File: config.mk
export PLATFORM = sky130hd
export DESIGN_NAME = instruction_fetch
export DESIGN_NICKNAME = d
export VERILOG_FILES = /design/src/rtl/cpu_pkg.sv /design/src/rtl/fetch_fifo.sv /design/src/rtl/instruction_fetch.sv
export SDC_FILE = /design/constraint.sdc
export NUM_CORES = 1
export LEC_CHECK = 0
export CAP_MARGIN = 25
export CORE_MARGIN = 3
export CORE_UTILIZATION = 46
export CTS_CLUSTER_SIZE = 20
export DETAILED_ROUTE_END_ITERATION = 8
export GPL_TIMING_DRIVEN = 0
export PLACE_DENSITY = 0.8
export SYNTH_ARGS = -nofsm -noshare
export SYNTH_HDL_FRONTEND = slang
export SYNTH_HIERARCHICAL = 1
export SYNTH_SLANG_ARGS = --single-unit
File: constraint.sdc
create_clock -name Clock -period 4.3 [get_ports Clock]
set_input_delay 0.43 -clock Clock [delete_from_list [all_inputs] [get_ports Clock]]
set_output_delay 0.43 -clock Clock [all_outputs]
set_load 0.005 [all_outputs]
File: src/rtl/cpu_pkg.sv
// Shared LEGv8 front-end types: widths, PC step, fetch FSM states and FIFO entry.
// Latency: n/a (types and constants only).
// Backpressure: n/a.
package cpu_pkg;

   localparam int INSTR_W = 32;
   localparam int ADDR_W  = 64;
   localparam logic [ADDR_W-1:0] PC_STEP = 64'd4;

   typedef enum logic [1:0] {
      IDLE = 2'd0,
      REQ  = 2'd1,
      WAIT = 2'd2
   } fetch_state_t;

   typedef struct packed {
      logic [ADDR_W-1:0]  addr;
      logic [INSTR_W-1:0] instr;
   } fetch_entry_t;

endpackage

File: src/rtl/fetch_fifo.sv
// Small instruction buffer; head is read straight from storage.
// Latency: a push is visible at the head one cycle later.
// Backpressure: pushes into a full buffer without a pop are dropped; flush beats push and pop.
module fetch_fifo
   import cpu_pkg::*;
#(
   parameter int  DEPTH = 2,
   parameter type T     = fetch_entry_t,
   parameter int  CW    = $clog2(DEPTH + 1)
) (
   input  logic          clk,
   input  logic          rst,
   input  logic          push,
   input  T              push_dat,
   input  logic          pop,
   input  logic          flush,
   output logic [CW-1:0] count,
   output T              head
);

   localparam int PW = (DEPTH > 1) ? $clog2(DEPTH) : 1;

   T              r_mem [DEPTH];
   logic [PW-1:0] r_wr_ptr;
   logic [PW-1:0] r_rd_ptr;
   logic [CW-1:0] r_count;
   logic          w_push;
   logic          w_pop;

   // Pointers wrap at DEPTH so non-power-of-two depths work.
   function automatic logic [PW-1:0] ptr_next(input logic [PW-1:0] p);
      return (p == PW'(DEPTH - 1)) ? '0 : p + 1'b1;
   endfunction

   assign w_pop  = pop && (r_count != '0);
   assign w_push = push && ((r_count != CW'(DEPTH)) || w_pop);

   // Storage, pointers and occupancy; storage is cleared on reset so the head reads zero.
   always_ff @(posedge clk) begin
      if (rst) begin
         for (int i = 0; i < DEPTH; i++) r_mem[i] <= '0;
         r_wr_ptr <= '0;
         r_rd_ptr <= '0;
         r_count  <= '0;
      end else if (flush) begin
         r_wr_ptr <= '0;
         r_rd_ptr <= '0;
         r_count  <= '0;
      end else begin
         if (w_push) begin
            r_mem[r_wr_ptr] <= push_dat;
            r_wr_ptr        <= ptr_next(r_wr_ptr);
         end
         if (w_pop) r_rd_ptr <= ptr_next(r_rd_ptr);
         r_count <= r_count + CW'(w_push) - CW'(w_pop);
      end
   end

   assign count = r_count;
   assign head  = r_mem[r_rd_ptr];

endmodule

File: src/rtl/instruction_fetch.sv
// LEGv8 fetch stage: PC, single-outstanding IMem handshake, buffered {Address, Instruction} to decode.
// Latency: first instruction valid 3 cycles after reset release; data visible 1 cycle after IMemValid.
// Backpressure: Stall holds the head; no new request is issued while the buffer is full.
module instruction_fetch
   import cpu_pkg::*;
#(
   parameter logic [ADDR_W-1:0] RESET_PC   = 64'h0,
   parameter int                FIFO_DEPTH = 2
) (
   input  logic               Clock,
   input  logic               Reset,
   input  logic               PCSrc,
   input  logic [ADDR_W-1:0]  BranchAddress,
   input  logic               Stall,
   output logic               IMemReq,
   output logic [ADDR_W-1:0]  IMemAddr,
   input  logic               IMemReady,
   input  logic               IMemValid,
   input  logic [INSTR_W-1:0] IMemData,
   output logic               InstrValid,
   output logic [INSTR_W-1:0] Instruction,
   output logic [ADDR_W-1:0]  Address
);

   localparam int CW  = $clog2(FIFO_DEPTH + 1);
   localparam int CW1 = CW + 1;

   fetch_state_t      r_state;
   fetch_state_t      w_state_nxt;
   logic [ADDR_W-1:0] r_fetch_pc;
   logic [ADDR_W-1:0] w_fetch_pc_nxt;
   logic              r_squash;
   logic              w_squash_nxt;
   logic              r_imem_req;
   logic [ADDR_W-1:0] r_imem_addr;
   logic [CW-1:0]     w_count;
   logic [CW1-1:0]    w_count_after;
   logic              w_push;
   logic              w_pop;
   logic              w_has_room;
   logic              w_room_after;
   logic [ADDR_W-1:0] w_target;
   fetch_entry_t      w_push_dat;
   fetch_entry_t      w_head;

   assign w_target      = {BranchAddress[ADDR_W-1:2], 2'b00};
   // A redirect empties the buffer, so neither a pop nor a push counts that cycle.
   assign w_pop         = (w_count != '0) && !Stall && !PCSrc;
   assign w_push        = (r_state == WAIT) && IMemValid && !r_squash && !PCSrc;
   assign w_count_after = {1'b0, w_count} + CW1'(w_push) - CW1'(w_pop);
   assign w_has_room    = {1'b0, w_count} < CW1'(FIFO_DEPTH);
   assign w_room_after  = w_count_after < CW1'(FIFO_DEPTH);

   assign w_push_dat.addr  = r_fetch_pc;
   assign w_push_dat.instr = IMemData;

   // Next fetch PC, FSM state and squash flag; redirect dominates every other event.
   always_comb begin
      w_state_nxt    = r_state;
      w_squash_nxt   = r_squash;
      w_fetch_pc_nxt = r_fetch_pc;
      if (PCSrc)       w_fetch_pc_nxt = w_target;
      else if (w_push) w_fetch_pc_nxt = r_fetch_pc + PC_STEP;
      case (r_state)
         IDLE: begin
            if (PCSrc || w_has_room) w_state_nxt = REQ;
         end
         REQ: begin
            // A request accepted alongside a redirect fetches the old path; drop its reply.
            if (IMemReady) begin
               w_state_nxt  = WAIT;
               w_squash_nxt = PCSrc;
            end
         end
         WAIT: begin
            if (PCSrc) begin
               if (IMemValid) begin
                  w_state_nxt  = REQ;
                  w_squash_nxt = 1'b0;
               end else begin
                  w_squash_nxt = 1'b1;
               end
            end else if (IMemValid) begin
               w_squash_nxt = 1'b0;
               w_state_nxt  = w_room_after ? REQ : IDLE;
            end
         end
         default: w_state_nxt = IDLE;
      endcase
   end

   // Registered state plus registered request outputs derived from next state.
   always_ff @(posedge Clock) begin
      if (Reset) begin
         r_state     <= IDLE;
         r_fetch_pc  <= RESET_PC;
         r_squash    <= 1'b0;
         r_imem_req  <= 1'b0;
         r_imem_addr <= RESET_PC;
      end else begin
         r_state     <= w_state_nxt;
         r_fetch_pc  <= w_fetch_pc_nxt;
         r_squash    <= w_squash_nxt;
         r_imem_req  <= (w_state_nxt == REQ);
         r_imem_addr <= w_fetch_pc_nxt;
      end
   end

   fetch_fifo #(
      .DEPTH (FIFO_DEPTH),
      .T     (fetch_entry_t)
   ) u_fifo (
      .clk      (Clock),
      .rst      (Reset),
      .push     (w_push),
      .push_dat (w_push_dat),
      .pop      (w_pop),
      .flush    (PCSrc),
      .count    (w_count),
      .head     (w_head)
   );

   assign IMemReq     = r_imem_req;
   assign IMemAddr    = r_imem_addr;
   assign InstrValid  = (w_count != '0);
   assign Instruction = w_head.instr;
   assign Address     = w_head.addr;

endmodule

After elaboration in Yosys (flattened, before gate mapping)

Memory sizes are Yosys's and may differ from the RTL's. A register that Yosys moved wholly into a read port is not among the register bits.
Index checks and enable logic that the tools add are counted.

Flip-flop bits (word level): 72
Bits in latches: 0
RAM bits: 192
Memory bits (read-only): 0
Bits of input ports: 102
Output and inout bits: 162
Logic and storage cells: 70
Memories: 1

Add/sub/neg operators: 7
$mul: 0
Divide/modulo/power cells: 0
Order comparisons: 2
Equal/unequal tests: 6
Shift-type cells: 0
Muxes and demuxes: 27
Bitwise logic cells: 0
Reductions and logical operators: 19

Memories:

| memory       | words | width | read ports | clocked after memory_dff | write ports | RTL line         | RTL |
|---|---|---|---|---|---|---|---|
| u_fifo.r_mem | 2     | 96    | 1          | 1                        | 2           | fetch_fifo.sv:23 | `T r_mem [DEPTH];` |

Operators by type and width:

| kind                                                                  | number |
|---|---|
| 64-bit two-way mux                                                    | 2 |
| 96-bit two-way mux                                                    | 1 |
| 96-bit OR reduction                                                   | 1 |
| 64-bit by 3-bit adder with 64-bit output, second input constant       | 1 |
| 1-bit two-way mux                                                     | 17 |
| 2-bit two-way mux                                                     | 5 |
| 1-bit logical AND                                                     | 7 |
| 2-bit one-hot mux with 3 select lines                                 | 1 |
| 2-bit nonzero test                                                    | 3 |
| 2-bit by 1-bit equality test with 1-bit output, second input constant | 2 |
| 2-bit inequality test, second input constant                          | 2 |
| 2-bit by 1-bit adder with 3-bit output                                | 1 |
| 1-bit zero test                                                       | 3 |
| 3-bit by 2-bit < comparator with 1-bit output, second input constant  | 1 |
| 3-bit inequality test, second input constant                          | 1 |
| 3-bit AND reduction                                                   | 1 |
| 3-bit by 1-bit subtractor with 3-bit output                           | 1 |
| 1-bit adder, second input constant                                    | 2 |
| 2-bit by 1-bit adder with 2-bit output                                | 1 |
| 2-bit equality test, second input constant                            | 1 |
| 2-bit zero test                                                       | 1 |
| 1-bit logical OR                                                      | 2 |
| 2-bit < comparator, second input constant                             | 1 |
| 1-bit one-hot mux with 2 select lines                                 | 1 |
| 2 further kinds                                                       | 2 |

Longest topological paths before layout

Word-level depth: 12
Gate-level depth with buffers: 14
Depth with buffers taken out: 11

By module

The synthesis kept the hierarchy.

By module, submodules not included:

| module            | instances | cells an instance | area each (um^2) | seq. area each (um^2) |
|---|---|---|---|---|
| fetch_fifo        | 1         | 539               | 8595.7           | 5865.6 |
| instruction_fetch | 1         | 453               | 3706.1           | 1321.3 |

Least setup slack after synthesis

OpenSTA, ideal clock, no wires.

Path type: input -> register
From: input PCSrc
To: memory u_fifo/r_mem[1][0] (netlist bit) (enable)
Setup time: 0.461 ns
Data arrival time: 3.994 ns
Required time: 3.839 ns
Setup slack: -0.154 ns
Stages on the path: 10
Path buffers: 5
Cell sequence: clkbuf_1 inv_2 clkbuf_1 buf_1 nand2_1 inv_1 and4b_1 buf_6 buf_6 or2_1

RTL lines:

| element         | RTL line                | RTL |
|---|---|---|
| start, declared | instruction_fetch.sv:12 | `input logic PCSrc,` |
| end, declared   | fetch_fifo.sv:23        |  |

==> flow_summary.json <==
{
  "outcome": "finished, final reports clean",
  "power_frac_comb": 0.083,
  "synth_edf_count": 192,
  "arrival_ns": 4.20,
  "io_pins": 264,
  "synth_ff_type": "edfxtp_1",
  "ir_worst_vdd_v": 0.000238,
  "fin_crit_sh": 0.932,
  "syn_area_per_cell_um2": 12.4,
  "rsz0062_at_grt": "false",
  "drc": 0,
  "cp-start-kind": "input port",
  "clk_pin_slew_ns": 0.07,
  "whs_path_depth": 3,
  "dr.pass1.iters": 5,
  "power_density_nw_per_um2": 351,
  "htreeDepth": 1,
  "drt-total-wl_um": 34000,
  "die-area_um2": 28700,
  "worst_pin_slew_ns": 0.890,
  "end_kind": "flop",
  "grt_overflow": 0,
  "grt_max_degree": 58,
  "coreArea_um2": 26200,
  "fin_cells": 1645,
  "async_flop_share": 0,
  "finalClockSkew_ns": 0.0118,
  "clkPwrFrac": 0.408,
  "drt_iter0_drc": 656,
  "fin_nets": 1394,
  "synthCells": 992,
  "synth.distinct_cells": 51,
  "syn_to_final_growth_pct": 32.2,
  "whs_ns": 0.464,
  "track_usage": 0.232,
  "yosysWarnings": 6,
  "grt_first_pass_wirelength_um": 51700,
  "dpl_worst_slack_ns": -0.254,
  "drv_cap": 0,
  "ys_ff_latch": 263,
  "p_switching_uw": 1250,
  "setup-violations-final": 0,
  "viasPerCell": 5.37,
  "ctsHoldBuffers": 0,
  "clock_path_buffers": 3,
  "hold_path.class": "in2reg",
  "cts_tree": "done",
  "worstSetupPathType": "in2reg",
  "die_width_um": 170,
  "cts-buffers-inserted": 27,
  "crit_start": "PCSrc",
  "hold_start": "BranchAddress[5]",
  "ant_nets": 0,
  "start_util": 0.469,
  "insertion_delay_ns": 0.53,
  "sw_frac_of_total": 0.219,
  "hold_viol": 0,
  "antenna_found_initial": 3,
  "fmax_mhz": 250,
  "vias": 8836,
  "p_int_uw": 4460,
  "dp_hpwl_um": 24200,
  "worst_slack_ns": 0.294,
  "die_h_um": 170,
  "wire_per_inst_um": 20.7,
  "cp_data_required_time_ns": 4.50,
  "cts_root_buf": "clkbuf_16",
  "cts_sinks": 263,
  "postCtsSetupRepairBufs": 0,
  "netlist_area_um2": 12300,
  "worstRegToRegCells": 9,
  "power.leakage_uw": 0.00608,
  "finalMaxSlewViolations": 0,
  "r2r-start": "r_state[1]",
  "fin_crit_ns": 4.01,
  "cp_max_fo": 51,
  "slew_headroom": 0.407,
  "yosysSeqAreaShare": 0.584,
  "port_buffers": 259,
  "dp_cells": 1593,
  "place_congestion": 0.842,
  "drive_above_1_share": 0.161,
  "grt_pass1_vias": 8921,
  "num_rows": 59,
  "pwr-share-seq": 0.509,
  "cts_resized": 0
}
final timing paths:
kind	to	slack, ns
worst min-delay path	IMemAddr[5]	0.46
worst max-delay path	u_fifo/r_mem[0][22]	0.29
worst min register to register	u_fifo/r_wr_ptr	0.49
worst max register to register	u_fifo/r_mem[0][22]	0.61
kinds of logic after synthesis:
group	share of synthesized area
DFF	0.584
and+or+nand+nor	0.203
adders and majority gates	0.00570
xor gates and xnor gates	0.0449
AOI/OAI and AO/OA	0.0318
muxes	0.101
other	0.000305
buffers and inverters	0.0295
sequential cells by signal, summed over array words and instances, names as in the netlist, named ones only:
name and flops:
u_fifo/r_mem 192, IMemAddr 62, r_state 2, u_fifo/count 2
IMemReq 1, r_squash 1, u_fifo/r_rd_ptr 1, u_fifo/r_wr_ptr 1
area by class of cell:
type / instances / area (um2)
antenna: 3 / 7.51
buffer: 59 / 322
clock buffer: 37 / 733
clock inverter: 12 / 134
fill: 2027 / 9940
inverter: 11 / 41.3
multi-input combinational: 664 / 4780
sequential: 263 / 7190
tap: 335 / 419
timing repair buffer: 261 / 2650
critical path, cell delays in order:
cell	delay [ns]
clkdlybuf4s50_1	0.50
clkbuf_1	0.23
inv_2	0.18
clkbuf_1	0.39
buf_1	0.47
nand2_1	0.15
inv_1	0.11
nor4bb_1	0.20
buf_4	0.27
buf_6	0.20
or2_4	0.67
buf_16	0.33
cell usage in the layout, fill, tap and decap left out, drive strengths merged, types with 14 or more instances in the layout:
master / netlist / final
clkbuf: 32 / 69
nand4: 23 / 23
and2: 195 / 195
a211oi: 31 / 31
nor2: 64 / 64
xnor2: 21 / 21
dfxtp: 71 / 71
buf: 27 / 29
xor2: 42 / 42
nand3: 25 / 25
clkdlybuf4s50: 0 / 259
nor4: 17 / 17
edfxtp: 192 / 192
mux2: 96 / 96
a21oi: 18 / 18
nand2: 44 / 44
nor3: 14 / 14
mux2i: 16 / 16
cell usage after synthesis, types with 3 or more instances:
master,number,area (um2)
nor3_1,14,70.1
and2_4,30,263
nand4_1,22,138
mux2_2,96,1080
or2_2,5,31.3
mux2i_1,16,160
clkbuf_2,7,35.0
and2_1,165,1030
nor2_1,63,236
xor2_1,42,368
and4_1,8,70.1
buf_4,3,22.5
buf_1,5,18.8
edfxtp_1,192,5770
ha_1,4,50.1
nor4_4,3,63.8
nand3_1,25,125
and3_1,7,43.8
buf_6,9,101
dfxtp_1,71,1420
clkbuf_1,25,93.8
buf_2,10,50.1
a211oi_1,31,233
nor4_1,13,81.3
xnor2_1,21,184
inv_1,10,37.5
nand2_1,44,165
a21oi_1,18,90.1
through the flow:
stage	utilization	cell area [um2]	setup TNS (ns)	power (uW)
2_1_floorplan	-	12300	0	3100
3_3_place_gp	0.585	15300	-232.94	3420
3_5_place_dp	0.587	15400	-19.17	3440
4_1_cts	0.620	16300	0	5730
5_1_grt	0.621	16300	0	5900
6_report	0.621	16300	0	5710
power groups by stage:
stage	sequential (uW)	clock (uW)	combinational (uW)
after floorplan	2930	0	166
after global placement	2960	0	461
after detailed placement	2960	0	475
after CTS	2910	2350	479
after global routing	2920	2470	507
final	2910	2330	474
per-layer routing:
| layer | vias to the layer above | share of wire | global-route usage |
|---|---|---|---|
| li1 | 4116 | - | - |
| met1 | 4280 | 0.42 | 0.308 |
| met2 | 359 | 0.47 | 0.380 |
| met3 | 81 | 0.069 | 0.0417 |
| met4 | 0 | 0.037 | 0.0896 |
| met5 | - | 0 | 0 |
Note: power is estimated with default switching activity, not from simulation.
==> RTL edit, RTL diff (same flow settings) <==
The 3 states of `fetch_state_t` get a one-hot encoding in 3 bits.
--- a/src/rtl/cpu_pkg.sv
+++ b/src/rtl/cpu_pkg.sv
@@ -8,8 +8,8 @@
    localparam logic [ADDR_W-1:0] PC_STEP = 64'd4;
 
-   typedef enum logic [1:0] {
-      IDLE = 2'd0,
-      REQ  = 2'd1,
-      WAIT = 2'd2
+   typedef enum logic [2:0] {
+      IDLE = 3'b001,
+      REQ  = 3'b010,
+      WAIT = 3'b100
    } fetch_state_t;
 
Function: no difference found for any inputs over 4 cycles, from zero or initial values and one cycle with Reset high; so few cycles prove little.
==> RTL edit against the original RTL <==
Worst setup slack improved by 0.10 ns; non-clock buffer count rose by 9; global-route usage fell by 0.17 points; sequential cell count rose by 1; largest cell class unchanged; power rose by 1.5%; clock power rose by 2%; final area rose by 1.3%; wire length rose by 2.2%; register-to-register slack improved by 0.19 ns; area after synthesis rose by 1.5%; highest routed layer is now met5; combinational power rose by 4%.
==> RTL edit: results (changes against the original RTL) <==
Cells and area
  • Nets: 1434 (+2.9%)
  • Filler cell count in the final layout: 2063 (+1.8%)
  • Max FFs per register: 192 (unchanged)
  • Layout cell share with drive strength beyond 1: 0.154 (-0.00725)

Route
  • Via density: 5.52 (+2.8%)
  • Routed wire per std cell: 20.6 um (-0.27%)
  • DRT iter0 DRCs: 683 (+4.1%)
  • Drt pass-1 iters: 6 (+1)

STA
  • Total Neg Setup Slack: 0 ns (unchanged)
  • Slew headroom: 0.438 (+0.0313)
  • Setup Skew: 0.0151 ns (+0.00327 ns)

Logic synthesis
  • Top cells by area, synth: edfxtp_1, dfxtp_1, mux2_2
  • Synth Area in Compound Gates: 0.0543 (+0.0225)
  • Most frequent cells after synthesis: edfxtp_1, and2_1, mux2_2
  • Post-synthesis sequential area ratio: 0.577 (-0.00712)
  • Adder-Cell Fraction of Synth Area: 0.00561 (-0.0000850)
  • Synth Area in XOR/XNOR: 0.0316 (-0.0133)
  • Mux share of post-synthesis cell area: 0.0890 (-0.0119)
  • Yosys cell types: 61 (+20%)

Global routing
  • GRT Resource Usage Total: 0.230 (-0.00168)
  • Largest net degree at the start of global routing: 55 (-5.2%)
  • Vias in the first global route: 9541 (+6.9%)
  • First-pass GRT wire length: 52900 um (+2.3%)

Power and ir drop
  • Max IR drop VDD: 0.000341 V (+43%)
  • Leakage power: 5.91 nW (-2.8%)
  • Cell Int Power: 4.51 mW (+1.2%)

Clocking
  • TritonCTS Buffers: 29 (+7.4%)
  • CTS resizes: 0 (unchanged)

Place
  • Placed Instance Area: 15600 um2 (+1.2%)
  • DP HPWL: 24600 um (+1.8%)
  • GPL Wtd Cong: 0.853 (+1.4%)
  • Dpl ws: -0.151 ns (+0.103 ns)

Critical path
  • Crit Path Max Fanout: 54 (+5.9%)
  • Crit path DAT: 4.11 ns (-0.09 ns)

Min path
  • Hold crit path type: reg -> reg

Outcome
  • Status: complete, no violations
[RTL edit: path summary, 6_finish.rpt]
path,from,to,slack (ns),cells past startpoint
worst max-delay path,PCSrc,u_fifo/r_mem[0][49],0.39,11
worst min-delay path,u_fifo/r_wr_ptr,u_fifo/r_wr_ptr,0.48,2
worst max register to register,r_state[1],u_fifo/r_mem[0][49],0.80,10
worst min register to register,u_fifo/r_wr_ptr,u_fifo/r_wr_ptr,0.48,2
[RTL edit: area by class of cell]
| class | count | area share |
|---|---|---|
| clock inverters | 7 | 0.00516 |
| diodes | 2 | 0.000304 |
| repair buffers | 262 | 0.161 |
| flip-flops and latches | 264 | 0.437 |
| inverters | 17 | 0.00387 |
| multi-input cells | 686 | 0.297 |
| clock buffers | 46 | 0.0491 |
| plain buffers | 67 | 0.0214 |
| well taps | 335 | 0.0254 |
[RTL edit: layer usage]
| layer | GRT usage | wire (um) | up-vias |
|---|---|---|---|
| met5 | 0 | 13 | - |
| met4 | 0.0656 | 910 | 2 |
| met3 | 0.0587 | 2740 | 62 |
| met2 | 0.397 | 16800 | 362 |
| met1 | 0.286 | 14300 | 4551 |
| li1 | - | - | 4335 |
[RTL edit: cell families after synthesis]
| group | after synthesis |
|---|---|
| simple gates | 437 |
| flops | 264 |
| compound gates | 94 |
| xor+xnor | 45 |
| other cells | 1 |
| buf+inv | 84 |
| mux | 99 |
| fa+ha+maj | 5 |
[RTL edit: per-stage QoR]
step / std cells / utilization / power (mW) / hold WS (ns)
floorplan: 1034 / - / 3.13 / 0.441
global placement: 1628 / 0.589 / 3.46 / 0.450
detailed placement: 1630 / 0.591 / 3.47 / 0.462
CTS: 1683 / 0.625 / 5.84 / 0.463
global route: 1686 / 0.625 / 5.99 / 0.487
finish: 1686 / 0.625 / 5.80 / 0.477
[RTL edit: critical path: stages]
cell,delay [ns]
clkdlybuf4s50_1,0.53
clkinv_1,0.17
clkbuf_1,0.46
clkbuf_1,0.54
nand2_1,0.18
inv_1,0.12
nor4bb_1,0.22
buf_4,0.26
buf_6,0.19
or2_4,0.58
buf_16,0.35
[RTL edit: power groups by stage]
stage          sequential (mW)  clock [mW]  combinational, mW
4_1_cts                   2.93        2.42              0.494
3_5_place_dp              2.98           0              0.490
6_report                  2.93        2.38              0.491
2_1_floorplan             2.95           0              0.178
3_3_place_gp              2.98           0              0.475
5_1_grt                   2.95        2.52              0.529
